### src/rtl/kama_pkg.sv
// Shared fetch-path types: address/instruction words, fetch FSM states and
// the fixed instruction size in bytes.
package kama_pkg;

    localparam int unsigned ADDR_W     = 32;
    localparam int unsigned DATA_W     = 32;
    localparam int unsigned INST_BYTES = 4;

    typedef logic [ADDR_W-1:0] addr_t;
    typedef logic [DATA_W-1:0] inst_t;

    typedef enum logic [1:0] {
        ST_BOOT = 2'd0,
        ST_REQ  = 2'd1,
        ST_WAIT = 2'd2,
        ST_HOLD = 2'd3
    } fetch_state_e;

endpackage

### src/rtl/fetch_sequencer_if.sv
// Fetch sequencer bus bundle: instruction-memory request/response, redirect
// input and the downstream instruction handshake.
//   master : the fetch sequencer (drives imem request and inst outputs)
//   slave  : memory / core environment
interface fetch_sequencer_if #(
    parameter int unsigned ADDR_WIDTH = 32,
    parameter int unsigned DATA_WIDTH = 32
);
    logic                  imem_req_valid;
    logic                  imem_req_ready;
    logic [ADDR_WIDTH-1:0] imem_addr;
    logic                  imem_resp_valid;
    logic [DATA_WIDTH-1:0] imem_resp_data;
    logic                  redirect_valid;
    logic [ADDR_WIDTH-1:0] redirect_pc;
    logic                  inst_valid;
    logic                  inst_ready;
    logic [DATA_WIDTH-1:0] inst_data;
    logic [ADDR_WIDTH-1:0] inst_pc;

    modport master (
        output imem_req_valid, imem_addr, inst_valid, inst_data, inst_pc,
        input  imem_req_ready, imem_resp_valid, imem_resp_data,
               redirect_valid, redirect_pc, inst_ready
    );

    modport slave (
        input  imem_req_valid, imem_addr, inst_valid, inst_data, inst_pc,
        output imem_req_ready, imem_resp_valid, imem_resp_data,
               redirect_valid, redirect_pc, inst_ready
    );
endinterface

### src/rtl/fetch_out_reg.sv
// Downstream instruction output register.
//   clk, rst         : clock, async active-low reset
//   load             : capture load_data/load_pc and set valid
//   clear            : drop valid (wins over load); data/pc keep their value
//   valid, data, pc  : registered instruction presented downstream
module fetch_out_reg #(
    parameter int unsigned ADDR_WIDTH = 32,
    parameter int unsigned DATA_WIDTH = 32
) (
    input  logic                  clk,
    input  logic                  rst,
    input  logic                  load,
    input  logic                  clear,
    input  logic [DATA_WIDTH-1:0] load_data,
    input  logic [ADDR_WIDTH-1:0] load_pc,
    output logic                  valid,
    output logic [DATA_WIDTH-1:0] data,
    output logic [ADDR_WIDTH-1:0] pc
);

    always_ff @(posedge clk or negedge rst) begin
        if (!rst) begin
            valid <= 1'b0;
            data  <= '0;
            pc    <= '0;
        end else if (clear) begin
            valid <= 1'b0;
        end else if (load) begin
            valid <= 1'b1;
            data  <= load_data;
            pc    <= load_pc;
        end
    end

endmodule

### src/rtl/fetch_sequencer.sv
// Instruction fetch sequencer: issues one instruction-memory read at a time,
// presents each returned word downstream with its PC, and restarts the
// stream on redirect, discarding any response belonging to the old stream.
//   clk, rst : clock, async active-low reset
//   bus      : fetch_sequencer_if.master (imem req/resp, redirect, inst out)
module fetch_sequencer
    import kama_pkg::*;
#(
    parameter int unsigned           ADDR_WIDTH = 32,
    parameter int unsigned           DATA_WIDTH = 32,
    parameter logic [ADDR_WIDTH-1:0] RESET_PC   = '0
) (
    input  logic clk,
    input  logic rst,
    fetch_sequencer_if.master bus
);

    fetch_state_e          state_q, state_d;
    logic [ADDR_WIDTH-1:0] pc_q, pc_d;
    logic [ADDR_WIDTH-1:0] addr_q, addr_d;
    logic                  kill_q, kill_d;
    logic                  req_valid_q, req_valid_d;
    logic                  out_load, out_clear;
    logic                  out_valid;
    logic [DATA_WIDTH-1:0] out_data;
    logic [ADDR_WIDTH-1:0] out_pc;

    // Next-state, pc/kill update and output-register control
    always_comb begin
        state_d   = state_q;
        pc_d      = pc_q;
        kill_d    = kill_q;
        out_load  = 1'b0;
        out_clear = 1'b0;

        if (bus.redirect_valid) begin
            // Redirect overrides every other event this cycle
            pc_d      = bus.redirect_pc;
            out_clear = 1'b1;
            case (state_q)
                ST_REQ: begin
                    // Pending request stays on the bus; its response is stale
                    kill_d = 1'b1;
                    if (bus.imem_req_ready) begin
                        state_d = ST_WAIT;
                    end
                end
                ST_WAIT: begin
                    if (bus.imem_resp_valid) begin
                        kill_d  = 1'b0;
                        state_d = ST_REQ;
                    end else begin
                        kill_d = 1'b1;
                    end
                end
                default: begin
                    kill_d  = 1'b0;
                    state_d = ST_REQ;
                end
            endcase
        end else begin
            case (state_q)
                ST_BOOT: state_d = ST_REQ;
                ST_REQ: begin
                    if (bus.imem_req_ready) begin
                        state_d = ST_WAIT;
                    end
                end
                ST_WAIT: begin
                    if (bus.imem_resp_valid) begin
                        if (kill_q) begin
                            kill_d  = 1'b0;
                            state_d = ST_REQ;
                        end else begin
                            // Register is now occupied, so wait for consumption
                            out_load = 1'b1;
                            pc_d     = pc_q + ADDR_WIDTH'(INST_BYTES);
                            state_d  = ST_HOLD;
                        end
                    end
                end
                ST_HOLD: begin
                    if (out_valid && bus.inst_ready) begin
                        out_clear = 1'b1;
                        state_d   = ST_REQ;
                    end
                end
                default: state_d = ST_BOOT;
            endcase
        end

        // Request outputs are registered from the next state; the address is
        // captured only on entry to REQ so it stays stable until accepted.
        req_valid_d = (state_d == ST_REQ);
        addr_d      = ((state_d == ST_REQ) && (state_q != ST_REQ)) ? pc_d : addr_q;
    end

    // State and registered request outputs
    always_ff @(posedge clk or negedge rst) begin
        if (!rst) begin
            state_q     <= ST_BOOT;
            pc_q        <= RESET_PC;
            kill_q      <= 1'b0;
            req_valid_q <= 1'b0;
            addr_q      <= '0;
        end else begin
            state_q     <= state_d;
            pc_q        <= pc_d;
            kill_q      <= kill_d;
            req_valid_q <= req_valid_d;
            addr_q      <= addr_d;
        end
    end

    fetch_out_reg #(
        .ADDR_WIDTH (ADDR_WIDTH),
        .DATA_WIDTH (DATA_WIDTH)
    ) u_out_reg (
        .clk       (clk),
        .rst       (rst),
        .load      (out_load),
        .clear     (out_clear),
        .load_data (bus.imem_resp_data),
        .load_pc   (pc_q),
        .valid     (out_valid),
        .data      (out_data),
        .pc        (out_pc)
    );

    assign bus.imem_req_valid = req_valid_q;
    assign bus.imem_addr      = addr_q;
    assign bus.inst_valid     = out_valid;
    assign bus.inst_data      = out_data;
    assign bus.inst_pc        = out_pc;

endmodule

### src/flat_wrapper.sv
// flat-port wrapper written by rule: the top's interface ports become plain ports
module fetch_sequencer_flat import kama_pkg::*;
#(
    parameter int unsigned           ADDR_WIDTH = 32,
    parameter int unsigned           DATA_WIDTH = 32,
    parameter logic [ADDR_WIDTH-1:0] RESET_PC   = '0
)
  (clk, rst, bus_imem_req_valid, bus_imem_addr, bus_inst_valid, bus_inst_data, bus_inst_pc, bus_imem_req_ready, bus_imem_resp_valid, bus_imem_resp_data, bus_redirect_valid, bus_redirect_pc, bus_inst_ready);
  fetch_sequencer_if #(.ADDR_WIDTH(ADDR_WIDTH), .DATA_WIDTH(DATA_WIDTH)) bus_i ();
  input  logic clk;
  input  logic rst;
  output wire logic [$bits(bus_i.imem_req_valid)-1:0] bus_imem_req_valid;
  output wire logic [$bits(bus_i.imem_addr)-1:0] bus_imem_addr;
  output wire logic [$bits(bus_i.inst_valid)-1:0] bus_inst_valid;
  output wire logic [$bits(bus_i.inst_data)-1:0] bus_inst_data;
  output wire logic [$bits(bus_i.inst_pc)-1:0] bus_inst_pc;
  input wire logic [$bits(bus_i.imem_req_ready)-1:0] bus_imem_req_ready;
  input wire logic [$bits(bus_i.imem_resp_valid)-1:0] bus_imem_resp_valid;
  input wire logic [$bits(bus_i.imem_resp_data)-1:0] bus_imem_resp_data;
  input wire logic [$bits(bus_i.redirect_valid)-1:0] bus_redirect_valid;
  input wire logic [$bits(bus_i.redirect_pc)-1:0] bus_redirect_pc;
  input wire logic [$bits(bus_i.inst_ready)-1:0] bus_inst_ready;
  assign bus_imem_req_valid = bus_i.imem_req_valid;
  assign bus_imem_addr = bus_i.imem_addr;
  assign bus_inst_valid = bus_i.inst_valid;
  assign bus_inst_data = bus_i.inst_data;
  assign bus_inst_pc = bus_i.inst_pc;
  assign bus_i.imem_req_ready = bus_imem_req_ready;
  assign bus_i.imem_resp_valid = bus_imem_resp_valid;
  assign bus_i.imem_resp_data = bus_imem_resp_data;
  assign bus_i.redirect_valid = bus_redirect_valid;
  assign bus_i.redirect_pc = bus_redirect_pc;
  assign bus_i.inst_ready = bus_inst_ready;
  fetch_sequencer #(.ADDR_WIDTH(ADDR_WIDTH), .DATA_WIDTH(DATA_WIDTH), .RESET_PC(RESET_PC)) u_core (.clk(clk), .rst(rst), .bus(bus_i));
endmodule
### config.mk
export PLATFORM = sky130hd
export DESIGN_NAME = fetch_sequencer_flat
export DESIGN_NICKNAME = d
export VERILOG_FILES = /design/src/rtl/kama_pkg.sv /design/src/rtl/fetch_sequencer_if.sv /design/src/rtl/fetch_out_reg.sv /design/src/rtl/fetch_sequencer.sv /design/src/flat_wrapper.sv
export SDC_FILE = /design/constraint.sdc
export NUM_CORES = 1
export LEC_CHECK = 0
export ABC_AREA = 1
export BUFFER_PORTS_ARGS = -buffer_cell sky130_fd_sc_hd__clkbuf_2
export CAP_MARGIN = 40
export CORE_MARGIN = 2
export CORE_UTILIZATION = 29
export DETAILED_ROUTE_END_ITERATION = 10
export SLEW_MARGIN = 25
export SYNTH_ARGS = -nofsm -noshare
export SYNTH_HDL_FRONTEND = slang
export SYNTH_HIERARCHICAL = 1
export SYNTH_SLANG_ARGS = --single-unit
### constraint.sdc
create_clock -name clk -period 1.8 [get_ports clk]
set_clock_uncertainty 0.15 [all_clocks]
set_input_delay 0.27 -clock clk [delete_from_list [all_inputs] [get_ports clk]]
set_output_delay 0.27 -clock clk [all_outputs]
set_load 0.05 [all_outputs]
==> impl_metrics.env <==
export IMPL_hold_viol_final=0
export IMPL_max_freq_mhz=514.5
export IMPL_overflow=0
export IMPL_syn_avg_cell_area_sq_um=8.130
export IMPL_fp_row_count=54
export IMPL_netlist_instances=783
export IMPL_synth_seq_cells=133
export IMPL_crit_required_ps=1960
export IMPL_die_area_sq_um=23150
export IMPL_firstDrtPassIters=5
export IMPL_critical_path_startpoint_type="flop"
export IMPL_place_congestion=0.8309
export IMPL_grt_usage_pct=17.63
export IMPL_nets=1154
export IMPL_syn_cell_area_sq_um=6366
export IMPL_vias_per_cell=4.619
export IMPL_drt_total_wl_um=23030
export IMPL_core_sq_um=21690
export IMPL_clk_latency_ps=430
export IMPL_hp_class="input port to flop"
export IMPL_first_iter_violations=357
export IMPL_async_reset_ff_share_pct=100.0
export IMPL_setup_violations_final=108
export IMPL_crit_arrival_ps=2110
export IMPL_maxCapViolations=0
export IMPL_die_width_um=152.2
export IMPL_grt_pass1_wl_um=32460
export IMPL_antenna_cells=0
export IMPL_final_period_minus_worst_setup_slack_ps=1944
export IMPL_leakagePower_nw=5.211
export IMPL_path_class="flop to flop"
export IMPL_synth_top_cell_area_share_pct=52.28
export IMPL_status="finished, violations left"
export IMPL_dp_hpwl_um=13830
export IMPL_maxSlewViolCount=0
export IMPL_synth_edff_count=0
export IMPL_synth_top_cells_by_area="dfrtp_1 (52%), nand2_1 (20%), nand3_1 (9.0%), inv_1 (2.1%), nor2_1 (2.1%)"
export IMPL_seq_area_frac_synth_pct=52.28
export IMPL_synthTopCellsByCount="nand2_1 (341), dfrtp_1 (133), nand3_1 (114), inv_1 (35), nor2_1 (35)"
export IMPL_yosysMostFrequentCell="nand2_1"
export IMPL_postRouteAntennaNets=0
export IMPL_cp_max_fo=8
export IMPL_cp_end_kind="flop"
export IMPL_grt_max_degree=40
export IMPL_pre_cts_ws_ps=-194.3
export IMPL_tightest_slew_ps=334.3
export IMPL_whs_ps=18.79
export IMPL_vias=6333
export IMPL_syn_nets=859
export IMPL_worst_slack_ps=-143.6
export IMPL_clock_path_buffers=2
export IMPL_ctsRootBufferMaster="clkbuf_16"
export IMPL_period_share_pct=108.0
export IMPL_cts_buffers=17
export IMPL_portBuffers=167
export IMPL_antenna_found_initial=0
export IMPL_grt_pass1_vias=6114
export IMPL_ir_worst_vdd_mv=1.008
export IMPL_syn2layout_area_growth_pct=63.44
export IMPL_initial_core_util_pct=29.35
export IMPL_rsz0062_at_grt="yes"
export IMPL_cts_tree="built"
export IMPL_utilization_pct=47.98
export IMPL_yosysWarnings=6
export IMPL_io_pins=168
export IMPL_violations="negative setup slack"
export IMPL_drive_above_1_share_pct=44.36
export IMPL_synth_distinct_cells=37
export IMPL_wire_per_inst_um=16.80
export IMPL_relSlewSlack_pct=77.71
export IMPL_synth_top_area_cell="dfrtp_1"
export IMPL_total_power_w=0.01552
export IMPL_cts_clk_slew_worst_paths_ps=60
export IMPL_powerDensity_nw_per_um2=1492
export IMPL_ctsHtreeMaxLevel=4
export IMPL_cts_sinks=133
export IMPL_drc=0
export IMPL_ys_flop_type="dfrtp_1"
export IMPL_fp_dieH_um=152.2
## final cells by class
class / count / area (sq um)
Timing Repair Buffer: 311 / 2570
Fill cell: 2030 / 11280
Multi-Input combinational cell: 575 / 3422
Clock inverter: 9 / 102.6
Sequential cell: 133 / 3332
Tap cell: 280 / 350.3
Inverter: 40 / 160.2
Clock buffer: 23 / 467.9
## per-stage QoR
step,std cells,setup TNS (ps),cell area (sq um)
final,1371,-9644,10410
after global routing,1371,-20230,10410
after CTS,1351,-4998,9343
after detailed placement,1247,-10570,7816
after global placement,1247,-5628,7816
after floorplan,783,-209.8,6386
## worst max-delay path: stages, from the launching register on
cell       delay, ps
dfrtp_1          380
inv_2             90
ha_4             150
nand2_4           60
inv_2             60
nand2_2           50
buf_6            120
nor2_4           150
buf_6            170
nand2_8          120
clkbuf_16        200
nand2_2           60
nand2_1           50
## registers in the layout (all words and copies together) (netlist names)
name / flops
u_core/kill_q: 1
u_core/bus.imem_req_valid: 1
u_core/u_out_reg/valid: 1
u_core/state_q: 2
u_core/pc_q: 32
u_core/u_out_reg/data: 32
u_core/u_out_reg/pc: 32
u_core/bus.imem_addr: 32
## placed cells by master (no fill, tap or decap), drive strengths merged
| cell | count |
|---|---|
| clkbuf | 201 |
| ha | 6 |
| and2 | 6 |
| dfrtp | 133 |
| clkinv | 4 |
| nor3 | 1 |
| a21boi | 2 |
| dlygate4sd3 | 56 |
| clkinvlp | 3 |
| xor2 | 4 |
| buf | 77 |
| nand3 | 116 |
| nor2b | 1 |
| nand2 | 348 |
| inv | 40 |
| or2 | 8 |
| nand3b | 4 |
| a21oi | 3 |
| nand4 | 3 |
| o21bai | 3 |
| o31ai | 1 |
| bufinv | 2 |
| xnor2 | 2 |
| a31oi | 1 |
| nor2 | 49 |
| o21ai | 16 |
| o211ai | 1 |
## kinds of logic after synthesis
group | Yosys count | synth area share (%)
simple gates | 535 | 36.46
compound gates | 27 | 2.614
buf+inv | 76 | 6.643
flops | 133 | 52.28
xor+xnor | 6 | 0.8255
fa+ha+maj | 6 | 1.179
## timing repair
| action | in CTS | in global routing |
|---|---|---|
| setup endpoints to repair | 113 | 123 |
| endpoints found under the hold margin | 188 | 0 |
| pin swaps | 26 | 61 |
| gates cloned | 6 | 16 |
| resized for setup | 42 | 205 |
| hold buffers | 56 | 0 |
| setup buffers | 10 | 9 |
## per-layer routing
metal	global-route usage (%)	up-vias	wire (um)
met3	3.754	35	1277
li1	-	3093	-
met5	0	-	0
met2	28.08	215	11050
met1	24.08	2990	10260
met4	5.696	0	446
## where the power goes
| part | leakage [nW] | switching [W] | internal, W | total (W) |
|---|---|---|---|---|
| combinational | 3.23 | 0.00523 | 0.00225 | 0.00748 |
| sequential | 1.71 | 0.000703 | 0.00391 | 0.00461 |
| clock | 0.273 | 0.00133 | 0.00210 | 0.00343 |
| total | 5.21 | 0.00726 | 0.00826 | 0.0155 |
## final timing paths
kind,start,end,slack [ps],depth (start not counted)
worst max-delay path,u_core/state_q[0],u_core/u_out_reg/data[9],-140,12
worst min-delay path,bus_redirect_valid,u_core/pc_q[4],20,2
max in group asynchronous,rst,u_core/pc_q[27],780,3
worst max register to register,u_core/state_q[0],u_core/u_out_reg/data[9],-140,12
worst min register to register,u_core/bus.imem_addr[0],u_core/bus.imem_addr[0],320,2
min in group asynchronous,rst,u_core/pc_q[5],110,2
Note: power is estimated with default switching activity, not from simulation.
